$ cat config.mk
export PLATFORM = sky130hd
export DESIGN_NAME = robo_mission_controller
export DESIGN_NICKNAME = d
export VERILOG_FILES = /design/src/rtl/robo_mission_controller.sv
export SDC_FILE = /design/constraint.sdc
export NUM_CORES = 1
export LEC_CHECK = 0
export ABC_AREA = 1
export BUFFER_PORTS_ARGS = -buffer_cell sky130_fd_sc_hd__buf_2
export CORE_ASPECT_RATIO = 0.7
export CORE_MARGIN = 2
export CORE_UTILIZATION = 60
export CTS_CLUSTER_DIAMETER = 40
export DETAILED_ROUTE_END_ITERATION = 16
export GPL_TIMING_DRIVEN = 0
export PLACE_DENSITY = 0.88
export REMOVE_ABC_BUFFERS = 1
export SLEW_MARGIN = 20
export SYNTH_ARGS = -nofsm -noshare
export SYNTH_HDL_FRONTEND = slang
export SYNTH_SLANG_ARGS = --single-unit
export TNS_END_PERCENT = 10
$ cat constraint.sdc
create_clock -name clock -period 4.8 [get_ports clock]
set_input_delay 0.72 -clock clock [delete_from_list [all_inputs] [get_ports clock]]
set_output_delay 0.72 -clock clock [all_outputs]
set_load 0.05 [all_outputs]
$ cat src/rtl/robo_mission_controller.sv
// Mission sequencer for the pipe-cleaning robot.
// It holds the robot in reset until a mission starts, then loads the start pose and the move budget.
// While the robot runs it tracks pose, moves and trash removals.
// It halts the robot when the budget is used up or when a move would leave the map.
module robo_mission_controller #(
  parameter int ROWS  = 10,
  parameter int COLS  = 20,
  parameter int CNT_W = 9
) (
  input  logic             clock,
  input  logic             reset,
  input  logic             start,
  input  logic [5:0]       init_row,
  input  logic [5:0]       init_col,
  input  logic [1:0]       init_orient,
  input  logic [CNT_W-1:0] max_moves,
  input  logic             front,
  input  logic             turn,
  input  logic             remove,
  output logic             robot_reset,
  output logic [5:0]       row,
  output logic [5:0]       col,
  output logic [1:0]       orient,
  output logic [CNT_W-1:0] moves_done,
  output logic [7:0]       trash_count,
  output logic             busy,
  output logic             done,
  output logic             fault
);

  localparam logic [5:0] ROW_MAX = 6'(ROWS);
  localparam logic [5:0] COL_MAX = 6'(COLS);

  localparam logic [1:0] NORTH = 2'b00;
  localparam logic [1:0] SOUTH = 2'b01;
  localparam logic [1:0] EAST  = 2'b10;
  localparam logic [1:0] WEST  = 2'b11;

  typedef enum logic [2:0] {
    IDLE  = 3'd0,
    ARM   = 3'd1,
    RUN   = 3'd2,
    DONE  = 3'd3,
    FAULT = 3'd4
  } state_t;

  state_t           state_q, state_d;
  logic [5:0]       row_q, row_d;
  logic [5:0]       col_q, col_d;
  logic [1:0]       orient_q, orient_d;
  logic [CNT_W-1:0] moves_q, moves_d;
  logic [CNT_W-1:0] budget_q, budget_d;
  logic [7:0]       trash_q, trash_d;
  logic             robot_reset_q, robot_reset_d;
  logic             busy_q, busy_d;
  logic             done_q, done_d;
  logic             fault_q, fault_d;

  logic             pose_bad;
  logic             exit_map;
  logic [CNT_W-1:0] moves_inc;

  // Next-state, pose tracking and registered-output computation
  always_comb begin
    state_d  = state_q;
    row_d    = row_q;
    col_d    = col_q;
    orient_d = orient_q;
    moves_d  = moves_q;
    budget_d = budget_q;
    trash_d  = trash_q;
    done_d   = done_q;
    fault_d  = fault_q;

    pose_bad = (init_row == 6'd0) || (init_row > ROW_MAX) ||
               (init_col == 6'd0) || (init_col > COL_MAX);

    // A forward step from a border cell toward the outside leaves the map
    exit_map = front && (((orient_q == NORTH) && (row_q == 6'd1))    ||
                         ((orient_q == SOUTH) && (row_q == ROW_MAX)) ||
                         ((orient_q == EAST)  && (col_q == COL_MAX)) ||
                         ((orient_q == WEST)  && (col_q == 6'd1)));
    moves_inc = moves_q + 1'b1;

    case (state_q)
      IDLE, DONE, FAULT: begin
        if (start) begin
          if (pose_bad) begin
            // Reject the mission and leave the pose untouched
            state_d = FAULT;
            fault_d = 1'b1;
            done_d  = 1'b0;
          end else begin
            row_d    = init_row;
            col_d    = init_col;
            orient_d = init_orient;
            moves_d  = '0;
            trash_d  = '0;
            budget_d = max_moves;
            fault_d  = 1'b0;
            if (max_moves == '0) begin
              state_d = DONE;
              done_d  = 1'b1;
            end else begin
              state_d = ARM;
              done_d  = 1'b0;
            end
          end
        end
      end
      ARM: state_d = RUN;
      RUN: begin
        if (exit_map) begin
          // Stop before the illegal step: pose and counters stay as they are
          state_d = FAULT;
          fault_d = 1'b1;
        end else begin
          if (front) begin
            case (orient_q)
              NORTH:   row_d = row_q - 6'd1;
              SOUTH:   row_d = row_q + 6'd1;
              EAST:    col_d = col_q + 6'd1;
              default: col_d = col_q - 6'd1;
            endcase
          end else if (turn) begin
            case (orient_q)
              NORTH:   orient_d = WEST;
              WEST:    orient_d = SOUTH;
              SOUTH:   orient_d = EAST;
              default: orient_d = NORTH;
            endcase
          end
          if (remove && (trash_q != 8'hFF)) begin
            trash_d = trash_q + 8'd1;
          end
          moves_d = moves_inc;
          if (moves_inc == budget_q) begin
            state_d = DONE;
            done_d  = 1'b1;
          end
        end
      end
      default: state_d = IDLE;
    endcase

    busy_d        = (state_d == ARM) || (state_d == RUN);
    robot_reset_d = (state_d != RUN);
  end

  // State and output registers with asynchronous reset
  always_ff @(posedge clock or posedge reset) begin
    if (reset) begin
      state_q       <= IDLE;
      row_q         <= '0;
      col_q         <= '0;
      orient_q      <= '0;
      moves_q       <= '0;
      budget_q      <= '0;
      trash_q       <= '0;
      robot_reset_q <= 1'b1;
      busy_q        <= 1'b0;
      done_q        <= 1'b0;
      fault_q       <= 1'b0;
    end else begin
      state_q       <= state_d;
      row_q         <= row_d;
      col_q         <= col_d;
      orient_q      <= orient_d;
      moves_q       <= moves_d;
      budget_q      <= budget_d;
      trash_q       <= trash_d;
      robot_reset_q <= robot_reset_d;
      busy_q        <= busy_d;
      done_q        <= done_d;
      fault_q       <= fault_d;
    end
  end

  assign robot_reset = robot_reset_q;
  assign row         = row_q;
  assign col         = col_q;
  assign orient      = orient_q;
  assign moves_done  = moves_q;
  assign trash_count = trash_q;
  assign busy        = busy_q;
  assign done        = done_q;
  assign fault       = fault_q;

endmodule

==> results.cfg, run 1 <==
[global_routing]
grt_pass1_wl_microns = 14000
grt_overflow = 0
grt.total_usage_pct = 28.6
grt_pass1_vias = 3031
antenna_found_initial = 0
grt_max_degree = 25

[outcome]
status = finished, final reports clean

[sta]
tns_ns = 0
slew_headroom_pct = 61.6
slew_viol_final = 0
hold_viol_final = 0
skew_ns = 0.00905
min_period_ns = 2.33
fmax_mhz = 429
finalSetupViolCount = 0
grt_setup_unrepaired = false
worst_pin_slew_ns = 0.576
post-route-period-util_pct = 48.6

[final_layout]
seq_area_sq_mm = 0.00118
drive_gt1_share_pct = 23.3
multi_input_area_sq_mm = 0.00190
nets = 575
diodes = 0
syn2layout_area_growth_pct = 14.9
fillers = 425
instances_no_fill = 604

[synthesis]
async_reset_ff_share_pct = 100
yosysUniqueCellTypes = 41
synth.top_cells.by_count = nand2_1, inv_1, nand3_1
synth_area_sq_mm = 0.00336
synth_area_leaders = dfrtp_1, nand2_1, nand3_1, inv_1, ha_1
synthCells = 467
ys_seq_area_share_pct = 35.1
yosys.area.top_type = dfrtp_1
synth_edf_count = 0
yosys_warnings = 0
ys_ff_latch = 47
synth_ff_type = dfrtp_1
avgSynthCellArea_sq_um = 7.19
synth_top_area_share_pct = 34.3
synth.most_common_cell = nand2_1

[clock_tree]
ctsHoldBuffers = 0
htreeDepth = 2
cts_resized = 0
path_clk_slew_ns = 0.09
clk_latency_ns = 0.31
root_buffer = clkbuf_8
post-cts-setup-buffers = 0
cts_tree = yes
cts.sinks = 47
cts_buffers = 5
clock_path_buffers = 2

[critical_path]
crit_required_ns = 5.01
rr_worst_depth = 13
crit_arrival_ns = 2.54
worstSetupStartpointType = flip-flop
crit_fanout = 7
critPathSlowestCell = dfrtp_1
r2r-end = busy
crit_chain = inv_1, ha_1, inv_2, nor2_2, nand3_1, nand2_1, nand2_1, o211ai_2, nand2_1, nand2_1, nand3_1, nand3_1, nand2_1
crit_top_cell = nand2_1
reg2reg_slack_ns = 2.47
path_class = flip-flop to flip-flop
r2r_start = orient[1]
endpoint_kind = flip-flop
critPathMaxStageDelay_ns = 0.43

[placement]
place_inst = 596
dp_hpwl_microns = 6460
io_buffers = 63
place_congestion = 0.973

[routing]
vias_per_cell = 5.65
wl_per_cell_microns = 13.9
final_antenna_net_count = 0
drtPass1Iterations = 7
drt_iter0_drc = 286
dr_total_vias = 3410
wl_microns = 8410
drc = 0

[floorplanning]
coreArea_sq_mm = 0.00531
die_area_sq_mm = 0.00622
fp.dieW_microns = 93.4
ios = 64
die_h_microns = 66.6
initial_core_util_pct = 63.2
fp-row-count = 22

[pwr]
p_leak_uw = 0.00199
p_per_area_mw_per_mm2 = 403
irDropWorstVdd_uv = 192

[hold_path]
hold_class = input pin to async pin

[job]
cap_violations = 0
-- worst max-delay path by stage --
stage | cells after the start | to | slack [ns] | startpoint
3_3_place_gp | 2 | col[3] | 2.34 | reset
3_5_place_dp | 11 | col[3] | 2.38 | init_col[3]
2_1_floorplan | 12 | col[3] | 2.57 | orient[1]
4_1_cts | 13 | busy | 2.49 | orient[1]
6_report | 13 | busy | 2.47 | orient[1]
5_1_grt | 13 | busy | 2.28 | orient[1]
-- layout by cell type (no fill, tap or decap), types with 3 or more instances in the layout --
| cell type | count |
|---|---|
| a21oi_1 | 9 |
| inv_2 | 5 |
| a21oi_2 | 3 |
| o21ai_2 | 13 |
| nor3_1 | 5 |
| ha_1 | 15 |
| nor2_2 | 7 |
| nand3_1 | 55 |
| clkbuf_8 | 5 |
| or2_2 | 7 |
| buf_2 | 63 |
| nand2_4 | 3 |
| inv_1 | 56 |
| nand2_1 | 134 |
| nand4_1 | 7 |
| nor2_1 | 29 |
| o21ai_0 | 37 |
| dfrtp_1 | 46 |
-- cell families after synthesis --
logic type               Yosys count  synth area share (%)
flip-flops                        47                  35.1
buffers and inverters             69                  8.43
AO/OA/AOI/OAI                     73                  13.6
adder cells (fa/ha/maj)           15                  5.59
XOR/XNOR                           3                 0.783
AND/OR/NAND/NOR                  258                  35.9
multiplexers                       2                 0.597
-- layout make-up --
class	count	share of cell area [%]
Sequential cell	47	30.5
Clock buffer	5	1.79
Clock inverter	3	1.20
Inverter	62	6.07
Tap cell	72	2.34
Timing Repair Buffer	64	8.89
Multi-Input combinational cell	351	49.2
-- flip-flops by register name, indices dropped and copies added (netlist names) --
name / count
done: 1
busy: 1
fault: 1
state_q: 3
col: 6
row: 6
orient: 2
budget_q: 9
robot_reset: 1
trash_count: 8
moves_done: 9
-- report_power, final --
| part | switching [uW] | leakage (uW) | internal [uW] |
|---|---|---|---|
| sequential | 99.3 | 0.000599 | 473 |
| combinational | 482 | 0.00134 | 198 |
| clock | 146 | 0.0000548 | 157 |
| total | 727 | 0.00199 | 828 |
-- metal layers --
layer  track usage (%)  wire length [microns]  vias to the layer above
li1                  -                      -                     1646
met1              41.7                   3870                     1578
met2              43.7                   3730                      163
met3              4.98                    638                       23
met4              8.46                    172                        0
met5                 0                      0                        -
-- metrics by stage --
| stage | hold WS [ns] | total power, uW | cell area (sq um) | utilization (%) | worst slack (ns) |
|---|---|---|---|---|---|
| 4_1_cts | 0.461 | 1550 | 3850 | 72.6 | 2.49 |
| 6_report | 0.439 | 1550 | 3850 | 72.6 | 2.47 |
| 3_5_place_dp | 0.496 | 1250 | 3740 | 70.4 | 2.38 |
| 3_3_place_gp | 0.478 | 1220 | 3710 | 69.9 | 2.34 |
| 5_1_grt | 0.475 | 1650 | 3850 | 72.6 | 2.28 |
| 2_1_floorplan | 0.530 | 1070 | 3310 | - | 2.57 |
-- critical path: cells and delay by family, from the launching register on --
family | cells | cell delay, ns
AOI/OAI and AO/OA | 1 | 0.11
adders and majority gates | 1 | 0.37
buffers and inverters | 2 | 0.20
DFF | 1 | 0.43
and+or+nand+nor | 9 | 1.11
(Power assumes the default switching activity.)
==> inputs of run 2 (changes only) <==
--- a/config.mk
+++ b/config.mk
@@ -9,11 +9,11 @@
 export BUFFER_PORTS_ARGS = -buffer_cell sky130_fd_sc_hd__buf_2
 export CORE_ASPECT_RATIO = 0.7
 export CORE_MARGIN = 2
-export CORE_UTILIZATION = 60
+export CORE_UTILIZATION = 51
 export CTS_CLUSTER_DIAMETER = 40
 export DETAILED_ROUTE_END_ITERATION = 16
 export GPL_TIMING_DRIVEN = 0
-export PLACE_DENSITY = 0.88
+export PLACE_DENSITY = 0.8
 export REMOVE_ABC_BUFFERS = 1
 export SLEW_MARGIN = 20
 export SYNTH_ARGS = -nofsm -noshare
==> constraint.sdc (replaced) <==
create_clock -name clock -period 1.9 [get_ports clock]
set_input_delay 0.285 -clock clock [delete_from_list [all_inputs] [get_ports clock]]
set_output_delay 0.285 -clock clock [all_outputs]
set_load 0.05 [all_outputs]
==> run 2 against run 1 <==
The run now ends with setup timing left. Worst setup slack got worse by 2.5 ns. Via count rose by 5.8%. Count of clock-buffer cells in the layout grew 1. Core utilization shrank 4.2 points. Register-to-register slack lost 2.5 ns. First-iteration DRC count is 40% higher. Die area up 17%. Sequential cell count did not move. Global-route usage is 5.5 points lower.
==> results.cfg, run 2 (synthesis gave the netlist of run 1 again) <==
[pwr]
p_per_area_mw_per_mm2 = 965
power.total_uw = 4160
irDropWorstVdd_uv = 412
p_leak_uw = 0.00212

[critical_path]
r2r_start = orient[1]
endpoint_kind = flip-flop
rr_worst_depth = 13
crit_required_ns = 2.09
worstSetupStartpointType = flip-flop
reg2reg_slack_ns = -0.06
path_class = flip-flop to flip-flop
crit_fanout = 9
r2r-end = orient[1]
crit_arrival_ns = 2.14

[sta]
worst_hold_slack_ns = 0.185
slew_headroom_pct = 59.0
setup_ws_ns = -0.0552
worst_pin_slew_ns = 0.609
post-route-period-util_pct = 103
fmax_mhz = 511
skew_ns = 0.00798
slew_viol_final = 0
grt_setup_unrepaired = true
min_period_ns = 1.96
finalSetupViolCount = 14
hold_viol_final = 0

[routing]
drt_iter0_drc = 400
final_antenna_net_count = 0
vias_per_cell = 5.62
wl_microns = 9490
dr_total_vias = 3608
drc = 0
drtPass1Iterations = 5
wl_per_cell_microns = 14.8

[hold_path]
hold_depth = 3
hold_class = input pin to flip-flop
holdPathEnd = budget_q[4]
min_from = max_moves[4]

[global_routing]
grt.total_usage_pct = 23.1
grt_pass1_wl_microns = 13300
grt_max_degree = 29
grt_overflow = 0
antenna_found_initial = 0
grt_pass1_vias = 2857

[clock_tree]
htreeDepth = 2
cts_buffers = 5
clk_latency_ns = 0.31
cts_tree = yes
cts.sinks = 47
root_buffer = clkbuf_8
path_clk_slew_ns = 0.10
clock_path_buffers = 2

[floorplanning]
fp.dieW_microns = 101
initial_core_util_pct = 53.2
fp-row-count = 24
ios = 64
die_area_sq_mm = 0.00725
die_h_microns = 71.9
coreArea_sq_mm = 0.00631

[final_layout]
diodes = 0
drive_gt1_share_pct = 33.9
syn2layout_area_growth_pct = 28.5
fillers = 504
nets = 607
final_common_cell = nand2_1
final_cell_mix = nand2_1, buf_2, nand3_1

[outcome]
status = finished with violations
failed_checks = setup timing

[placement]
dp_hpwl_microns = 6180
place_congestion = 0.897
io_buffers = 63

[job]
cap_violations = 0
[run 2: changes by cell type in the layout (fill, tap and decap cells not counted), moves of 6 or more]
cell	change
buf_4	+26
dfrtp_1	-8
dfrtp_2	+8
nand2_1	-8
nand2_2	+7
inv_1	-6
[run 2: where the power goes]
part           internal [uW]  leakage, uW  switching [uW]
Clock                    265    0.0000418             380
Combinational            704      0.00149            1350
Sequential              1200     0.000588             260
[run 2: cell type report]
cell class / count / area (sq um) / share of cell area [%]
clock inverter: 2 / 16.3 / 0.377
inverter: 62 / 258 / 5.98
multi-input combinational: 353 / 2090 / 48.5
timing repair buffer: 93 / 581 / 13.5
tap: 78 / 97.6 / 2.26
timing repair inverter: 1 / 7.51 / 0.174
sequential: 47 / 1190 / 27.5
clock buffer: 6 / 72.6 / 1.68
[run 2: critical path, cell delays in order, from the launching register on]
cell,delay [ns]
dfrtp_1,0.41
inv_2,0.11
ha_4,0.17
inv_2,0.05
nor2_2,0.10
nand3_1,0.08
nand2_1,0.08
nand2_2,0.06
o211ai_4,0.13
nand3_4,0.19
nand2_8,0.16
nor2_4,0.06
nand2_1,0.11
o21ai_1,0.11
[run 2: layer usage]
metal	GRT usage (%)	part of all wire (%)
met1	35.3	46
met2	33.9	44
met3	4.20	8.3
met4	5.71	2.1
met5	0	0
[run 2: metrics by stage]
stage	cells	worst slack, ns	utilization (%)	instance area [sq um]	setup TNS, ns
6_report	642	-0.0552	68.4	4310	-0.216
3_5_place_dp	602	-0.336	59.3	3740	-4.92
5_1_grt	642	-0.123	68.4	4310	-2.34
4_1_cts	613	-0.0131	62.2	3920	-0.0328
2_1_floorplan	460	-0.333	-	3310	-7.53
3_3_place_gp	601	-0.323	59.0	3720	-9.00
[run 2: what timing repair did]
item	in CTS	in global routing
gates resized for setup	19	41
endpoints found under the hold margin	18	0
buffers inserted	2	26
pin swaps	1	13
hold buffers	1	0
cloned	0	3
endpoints found under the setup margin	37	34
[run 2: worst max-delay path by stage]
stage               startpoint        end  slack, ns  cells after the start
detailed placement   orient[1]       busy      -0.34                     12
CTS                     col[0]  orient[0]      -0.01                      8
finish               orient[1]  orient[1]      -0.06                     13
global placement     orient[1]       busy      -0.32                     12
floorplan            orient[1]     col[3]      -0.33                     12
global route        state_q[1]  orient[1]      -0.12                     10
